File: src/rtl/ysyx_23060136_wbu_gpr_writer.sv
// rtl/ysyx_23060136_wbu_gpr_writer.sv - write-back stage driving the GPR write port
// Holds one retiring instruction, forms the register write, counts retirements, halts on ebreak.
module ysyx_23060136_wbu_gpr_writer #(
   parameter int GPR_W  = 5,
   parameter int BITS_W = 64
) (
   input  logic              clk,
   input  logic              rst,
   input  logic              MEM_valid,
   output logic              MEM_ready,
   input  logic [BITS_W-1:0] MEM_pc,
   input  logic [31:0]       MEM_inst,
   input  logic [GPR_W-1:0]  MEM_rd,
   input  logic              MEM_RegWr,
   input  logic [1:0]        MEM_wb_sel,
   input  logic [BITS_W-1:0] MEM_alu_result,
   input  logic [BITS_W-1:0] MEM_load_raw,
   input  logic [BITS_W-1:0] MEM_csr_rdata,
   input  logic [2:0]        MEM_funct3,
   input  logic              MEM_ebreak,
   input  logic              WBU_flush,
   output logic              RegWr,
   output logic [GPR_W-1:0]  WBU_rd,
   output logic [BITS_W-1:0] rf_busW,
   output logic              WBU_commit,
   output logic [BITS_W-1:0] WBU_pc,
   output logic [31:0]       WBU_inst,
   output logic              WBU_halt,
   output logic [63:0]       WBU_instret
);

   typedef enum logic {S_RUN = 1'b0, S_HALT = 1'b1} state_t;

   state_t              r_state, w_state_next;
   logic                r_valid;
   logic [BITS_W-1:0]   r_pc, r_alu, r_raw, r_csr;
   logic [31:0]         r_inst;
   logic [GPR_W-1:0]    r_rd;
   logic                r_regwr, r_ebreak;
   logic [1:0]          r_sel;
   logic [2:0]          r_funct3;
   logic [63:0]         r_instret;

   logic                w_accept, w_commit;
   logic [7:0]          w_byte;
   logic [15:0]         w_half;
   logic [31:0]         w_word;
   logic [BITS_W-1:0]   w_load, w_wdata;

   assign w_accept = MEM_valid & MEM_ready;
   assign w_commit = r_valid & ~WBU_flush;

   always_ff @(posedge clk or posedge rst) begin
      if (rst) begin
         r_valid  <= 1'b0;
         r_pc     <= '0;
         r_inst   <= '0;
         r_rd     <= '0;
         r_regwr  <= 1'b0;
         r_sel    <= '0;
         r_alu    <= '0;
         r_raw    <= '0;
         r_csr    <= '0;
         r_funct3 <= '0;
         r_ebreak <= 1'b0;
      end else begin
         r_valid <= w_accept;
         if (w_accept) begin
            r_pc     <= MEM_pc;
            r_inst   <= MEM_inst;
            r_rd     <= MEM_rd;
            r_regwr  <= MEM_RegWr;
            r_sel    <= MEM_wb_sel;
            r_alu    <= MEM_alu_result;
            r_raw    <= MEM_load_raw;
            r_csr    <= MEM_csr_rdata;
            r_funct3 <= MEM_funct3;
            r_ebreak <= MEM_ebreak;
         end
      end
   end

   always_ff @(posedge clk or posedge rst) begin
      if (rst) r_instret <= '0;
      else if (w_commit) r_instret <= r_instret + 64'd1;
   end

   // Sub-doubleword lanes selected by the low effective-address bits; finer bits are ignored.
   always_comb begin
      w_byte = r_raw[{r_alu[2:0], 3'b000} +: 8];
      w_half = r_raw[{r_alu[2:1], 4'b0000} +: 16];
      w_word = r_raw[{r_alu[2], 5'b00000} +: 32];
      case (r_funct3)
         3'd0:    w_load = {{(BITS_W-8){w_byte[7]}}, w_byte};
         3'd1:    w_load = {{(BITS_W-16){w_half[15]}}, w_half};
         3'd2:    w_load = {{(BITS_W-32){w_word[31]}}, w_word};
         3'd3:    w_load = r_raw;
         3'd4:    w_load = {{(BITS_W-8){1'b0}}, w_byte};
         3'd5:    w_load = {{(BITS_W-16){1'b0}}, w_half};
         3'd6:    w_load = {{(BITS_W-32){1'b0}}, w_word};
         default: w_load = '0;
      endcase
   end

   always_comb begin
      case (r_sel)
         2'd0:    w_wdata = r_alu;
         2'd1:    w_wdata = w_load;
         2'd2:    w_wdata = r_csr;
         default: w_wdata = r_pc + BITS_W'(4);
      endcase
   end

   assign RegWr       = r_valid & r_regwr & (r_rd != '0) & ~WBU_flush;
   assign WBU_rd      = r_valid ? r_rd    : '0;
   assign rf_busW     = r_valid ? w_wdata : '0;
   assign WBU_commit  = w_commit;
   assign WBU_pc      = r_valid ? r_pc    : '0;
   assign WBU_inst    = r_valid ? r_inst  : '0;
   assign WBU_instret = r_instret;

   always_ff @(posedge clk or posedge rst) begin
      if (rst) r_state <= S_RUN;
      else     r_state <= w_state_next;
   end

   always_comb begin
      w_state_next = r_state;
      if (r_state == S_RUN && w_commit && r_ebreak) w_state_next = S_HALT;
   end

   // MEM_ready is held low while rst is asserted so every output reads 0 during reset.
   always_comb begin
      MEM_ready = (r_state == S_RUN) & ~rst;
      WBU_halt  = (r_state == S_HALT);
   end

endmodule

File: config.mk
export PLATFORM = sky130hd
export DESIGN_NAME = ysyx_23060136_wbu_gpr_writer
export DESIGN_NICKNAME = d
export VERILOG_FILES = /design/src/rtl/ysyx_23060136_wbu_gpr_writer.sv
export SDC_FILE = /design/constraint.sdc
export NUM_CORES = 1
export LEC_CHECK = 0
export CORE_AREA = 10 10 152 294
export CTS_CLUSTER_DIAMETER = 40
export DETAILED_ROUTE_END_ITERATION = 8
export DIE_AREA = 0 0 162 304
export GPL_ROUTABILITY_DRIVEN = 1
export GPL_TIMING_DRIVEN = 0
export PLACE_DENSITY = 0.8
export SLEW_MARGIN = 10
export SYNTH_ARGS = -nofsm -noshare
export SYNTH_HDL_FRONTEND = slang
export SYNTH_SLANG_ARGS = --single-unit
File: constraint.sdc
create_clock -name clk -period 18.12 [get_ports clk]
set_clock_uncertainty 0.15 [all_clocks]
set_input_delay 3.624 -clock clk [delete_from_list [all_inputs] [get_ports clk]]
set_output_delay 3.624 -clock clk [all_outputs]
set_load 0.02 [all_outputs]
==> metrics.txt, run 1 <==
outcome completed; clock net sink count 366; Resized Gates After CTS 0; vias in the first global route approximately 19000; ys flop type dfrtp_1; Leak Pwr between 10 and 15 nW; flops & latches, synth between 300 and 400; CTS buffer count 40; core area around 0.04 mm2; # fillers ~3300; largest net degree at the start of global routing 119; port bufs around 540; Synth Instances ~1800; Fmax 0.109 GHz; CP max FO 7; final hold vios 0; Rows approximately 100; Worst setup EP type output pin; async set-or-reset flop fraction in the synthesized netlist 100%; Slew Limit Fails 0; top-count cell post-synth dfrtp_1; vias after detailed routing roughly 18000; Worst Reg-to-Reg Cells 6; crit-path cells clkdlybuf4s50_1 > nor2_1 > o311a_1 > clkdlybuf4s50_1; # Post-CTS Setup Buffers 0; RSZ-0062 raised after global routing no; Synth top area share a little under half; mux share of post-synthesis cell area between 10% and 20%; number of placed I/O pins between 500 and 600; Worst EP required roughly 14000 ps; R2R setup slack around 14000 ps; final HPWL from detailed placement 72200 um; detailed-route DRC error count 0; initial antenna violation count 25; Area contributors post-synth dfrtp_1, mux2_2, xnor2_1, and2_1, o21ai_0; DRT Wirelength between 80000 and 90000 um; area grow syn2layout 39.1%; routability congestion estimate around 1.0; CTS Buffer Depth 3; final setup vio count 0; critical path type input port to output pin; register area share after synthesis a little under half; Setup TNS 0 ps; die area 0.0492 mm2; maxcap violations 0; worst slew pin tran between 1000 and 1500 ps; Post-Synth XOR/XNOR Area under 10%; Synth area leader dfrtp_1; initial core utilization between 40% and 50%; CTS clock-pin slew for the worst setup and hold paths around 60 ps; clk_lat worst skew 540 ps; complex-gate fraction of the synthesized area 11.3%; CTS tree done; simple-gate share of the synthesized area a little over an eighth; most frequent cells after synthesis dfrtp_1, mux2_2, nand2_1; Slew headroom roughly 17%; Power Dens Cells approximately 160 mW/mm2; Worst path slowest cell clkdlybuf4s50_1; worst hold-check path type flip-flop to flip-flop; adder-cell share of the synthesized area 0.130%; Post-synth EDFFs 0; Total Routing Usage GR 35.3%; placed inst area 0.0253 mm2; TritonRoute pass-1 iters 6; wire per inst approximately 30 um; Syn Nets roughly 2100; post-synth cell types between 60 and 70; Final nets around 2600; die height about 300 um; synthesized area about 0.019 mm2; fin area 0.0267 mm2; Congestion Overflow GR 0; maximum vdd ir drop approximately 0.00012 V; Arrival @ worst endpoint about 5400 ps; # H-tree levels 2; Setup crit start kind input port; Initial DRC Count around 1400; Detail Route Antenna Nets 0; global-route wire length before repair approximately 130000 um; Ys Warns 0; Die Wd 162 um; total power about 4.2 mW; hold depth 1; largest stage delay on the critical path roughly 600 ps; largest family of logic cells by synthesized area multiplexers; hold buffers post-CTS 0; Via density 6.02; fin crit share between 50% and 60%; most frequent CP cell clkdlybuf4s50_1; Min Clock Period, post-route 9210 ps; clk root buf clkbuf_16; fraction of layout cells with a size suffix above 1 between 15 and 20%; syn_area_per_cell about 11 um2
[metal layers]
metal | up-vias | track usage [%] | part of all wire [%]
met2 | 975 | 62.2 | 52
met4 | 2 | 28.0 | 8.7
met3 | 291 | 7.81 | 7.5
li1 | 7548 | - | -
met5 | - | 0 | 0.013
met1 | 8764 | 34.5 | 32
[report_power, final]
part / switching, mW / leakage [nW] / internal, mW
clock: 0.363 / 0.646 / 0.483
sequential: 0.389 / 4.40 / 1.17
combinational: 1.01 / 5.37 / 0.771
[critical path, delay by kind of cell]
| kind | cells | cell delay [ps] |
|---|---|---|
| buf+inv | 2 | 1070 |
| simple gates | 1 | 470 |
| compound gates | 1 | 270 |
[flip-flops by register name (all words and copies together), names as in the netlist]
name,count
WBU_instret,64
r_alu,64
r_csr,64
r_pc,64
r_raw,64
r_inst,32
r_rd,5
r_funct3,3
r_sel,2
WBU_halt,1
r_ebreak,1
r_regwr,1
r_valid,1
[through the flow]
| step | setup slack, ps | hold WS [ps] | std cells | utilization, % |
|---|---|---|---|---|
| 6_report | 8910 | 327 | 2921 | 66.7 |
| 5_1_grt | 8820 | 350 | 2921 | 66.7 |
| 4_1_cts | 8940 | 328 | 2897 | 66.5 |
| 3_5_place_dp | 8950 | 318 | 2827 | 63.2 |
| 3_3_place_gp | 76.1 | 307 | 2824 | 63.0 |
| 2_1_floorplan | 4190 | 296 | 1758 | - |
[cells in the final DEF, fill, tap and decap left out, types with 24 or more instances in the layout]
cell type	netlist	final
o221ai_1	28	28
nor2_1	50	50
diode_2	0	24
nand2_1	140	140
nand4_1	31	31
clkbuf_16	0	41
nand2b_1	27	27
o21ai_0	113	113
a21oi_1	64	64
dfrtp_1	366	366
xnor2_1	81	81
xor2_1	36	36
nand3_1	46	46
clkdlybuf4s50_1	0	536
and2_1	106	106
mux2_2	300	300
clkbuf_1	101	109
[layout make-up]
type	count	area (um2)	share of cell area, %
Clock buffer	53	1110	4.16
Inverter	19	78.8	0.295
Antenna cell	24	60.1	0.225
Tap cell	530	663	2.48
Multi-Input combinational cell	1258	9550	35.7
Timing Repair Buffer	539	5450	20.4
Buffer	115	449	1.68
Clock inverter	17	216	0.810
Sequential cell	366	9160	34.3
[logic make-up after synthesis]
logic type | Yosys count
and+or+nand+nor | 492
adders and majority gates | 2
xor gates and xnor gates | 117
DFF | 366
muxes | 321
buffers and inverters | 134
AOI/OAI and AO/OA | 326
[path summary, 6_finish.rpt]
kind,start,end
worst min-delay path,WBU_instret[63],WBU_instret[63]
worst max-delay path,WBU_flush,RegWr
worst min register to register,WBU_instret[63],WBU_instret[63]
max in group asynchronous,rst,r_sel[0]
min in group asynchronous,rst,WBU_instret[19]
worst max register to register,WBU_halt,r_raw[63]
No activity file was read; power rests on OpenSTA's default activity.
==> run 2, diff against run 1 <==
CORE_AREA = 10 10 159 309   (was 10 10 152 294)
DIE_AREA = 0 0 169 319   (was 0 0 162 304)
PLACE_DENSITY = 0.77   (was 0.8)
clock period = 8.25 ns   (was 18.12 ns; I/O delays follow)
==> run 2 against run 1 <==
  * First-iteration DRC count is 13% higher
  * Final area is 0.71% higher
  * Final cell count increased by 0.92%
  * Non-clock buffer count is 7 higher
  * Register-to-register slack lost 9900 ps
  * Setup slack worse by 7500 ps
  * Via count is 0.19% higher
  * Routed wire length grew 5.6%
  * Clock power increased by 130%
  * Critical path type is now flip-flop to output pin
  * Largest power group unchanged
==> metrics.txt, run 2 (synthesized netlist as in run 1, its figures left out) <==
outcome completed; core area between 0.04 and 0.05 mm2; GRT busiest layer met2; Congestion Overflow GR 0; internal power between 5 and 6 mW; Reg2Reg Launch Point WBU_halt; clock share of power between 20% and 30%; Rows around 110; end of the worst register-to-register path r_rd[3]; routability congestion estimate 0.984; met1 usage ~35%; final hold vios 0; highest-count cells in the layout ignoring fill and taps clkdlybuf4s50_1, dfrtp_1, mux2_2, nand2_1, o21ai_0; worst slew pin tran roughly 1200 ps; Die Wd 169 um; CP max FO 10; Sequential Power Share 37.0%; RSZ-0062 raised after global routing no; TritonRoute pass-1 iters 6; Slew Limit Fails 0; number of placed I/O pins ~540; P_sw ~4.0 mW; largest stage delay on the critical path between 900 and 1000 ps; Via density ~6.0; Hold Path Sink WBU_instret[63]; Setup TNS 0 ps; Logic pwr share 42.5%; Power Dens Cells 347 mW/mm2; final setup vio count 0; vias after detailed routing 17600; critical path type flip-flop to output pin; Worst path slowest cell nor2_1; vias in the first global route 18200; CTS clock-pin slew for the worst setup and hold paths about 60 ps; initial core utilization 43.6%; largest net degree at the start of global routing 40; Detail Route Antenna Nets 0; fin area approximately 0.027 mm2; initial antenna violation count 14; clock net sink count 366; hold depth 1; hold path start WBU_instret[63]; fin crit share slightly above 80%; commonest non-fill, non-tap cell in the layout clkdlybuf4s50_1; switching share of power between 40% and 50%; crit-path cells clkbuf_1 > nor2_1 > clkbuf_1 > buf_1 > nand2_1 > nand2_1 > o21ai_0 > a221oi_1 > clkdlybuf4s50_1; detailed-route DRC error count 0; Resized Gates After CTS 0; Slew headroom 21.3%; die height 319 um; fraction of layout cells with a size suffix above 1 roughly 17%; Worst Setup SP r_sel[0]; # H-tree levels 2; global-route wire length before repair around 130000 um; CTS buffer count 41; R2R setup slack about 4500 ps; Worst EP required 6450 ps; Worst setup EP type output pin; Min Clock Period, post-route 6840 ps; wire per inst 32.2 um; Leak Pwr ~10 nW; placed inst area 0.0255 mm2; # Post-CTS Setup Buffers 0; Arrival @ worst endpoint 5040 ps; maxcap violations 0; Final nets 2653; area grow syn2layout 40.1%; Setup crit start kind flip-flop; port bufs 536; DRT Wirelength between 90000 and 100000 um; Initial DRC Count 1627; clk_lat worst skew around 560 ps; Fmax roughly 0.15 GHz; CTS Buffer Depth 3; die area approximately 0.054 mm2; final HPWL from detailed placement 76800 um; clk root buf clkbuf_16; met2 usage between 60% and 70%; hold buffers post-CTS 0; maximum vdd ir drop 0.000232 V; Total Routing Usage GR 33.8%; CTS tree done; Worst Reg-to-Reg Cells 6; GR Util met3 5.83%; worst hold-check path type flip-flop to flip-flop
[run 2: worst max-delay path, delay by kind of cell, from the launching register on]
family	cells	cell delay, ps
AND/OR/NAND/NOR	3	1280
AO/OA/AOI/OAI	2	700
buffers and inverters	4	2120
flip-flops	1	390
[run 2: routing by layer]
layer	vias up	part of all wire, %
li1	7539	-
met1	8852	33
met2	964	53
met3	259	6.2
met4	0	7.7
met5	-	0
[run 2: metrics by stage]
step / power [mW] / setup slack [ps] / instances / hold WS [ps] / util [%]
3_5_place_dp: 7.29 / 2150 / 2859 / 315 / 57.9
5_1_grt: 9.67 / 1310 / 2948 / 354 / 61.1
2_1_floorplan: 5.46 / 1540 / 1758 / 296 / -
6_report: 9.33 / 1410 / 2948 / 322 / 61.1
3_3_place_gp: 7.19 / -893 / 2849 / 303 / 57.4
4_1_cts: 9.24 / 1570 / 2934 / 325 / 61.0
[run 2: final cells by class]
cell class | count | area (um2)
Inverter | 19 | 75.1
Tap cell | 555 | 694
Antenna cell | 14 | 35.0
Clock buffer | 58 | 1210
Fill cell | 3725 | 17100
Timing Repair Buffer | 546 | 5570
Sequential cell | 366 | 9160
Clock inverter | 17 | 193
Buffer | 115 | 449
Multi-Input combinational cell | 1258 | 9540
[run 2: power by group through the flow]
stage / Combinational, mW / Sequential (mW) / Clock [mW]
2_1_floorplan: 2.42 / 3.04 / 0
3_3_place_gp: 3.80 / 3.39 / 0
3_5_place_dp: 3.87 / 3.42 / 0
4_1_cts: 3.90 / 3.40 / 1.94
5_1_grt: 4.17 / 3.50 / 2.00
6_report: 3.97 / 3.45 / 1.91
[run 2: worst max-delay path by stage]
stage / to / slack, ps / depth (start not counted)
final: rf_busW[60] / 1410 / 9
after global routing: rf_busW[60] / 1310 / 9
after CTS: rf_busW[60] / 1570 / 9
after detailed placement: rf_busW[60] / 2150 / 9
after global placement: r_alu[58] / -890 / 2
after floorplan: WBU_halt / 1540 / 1
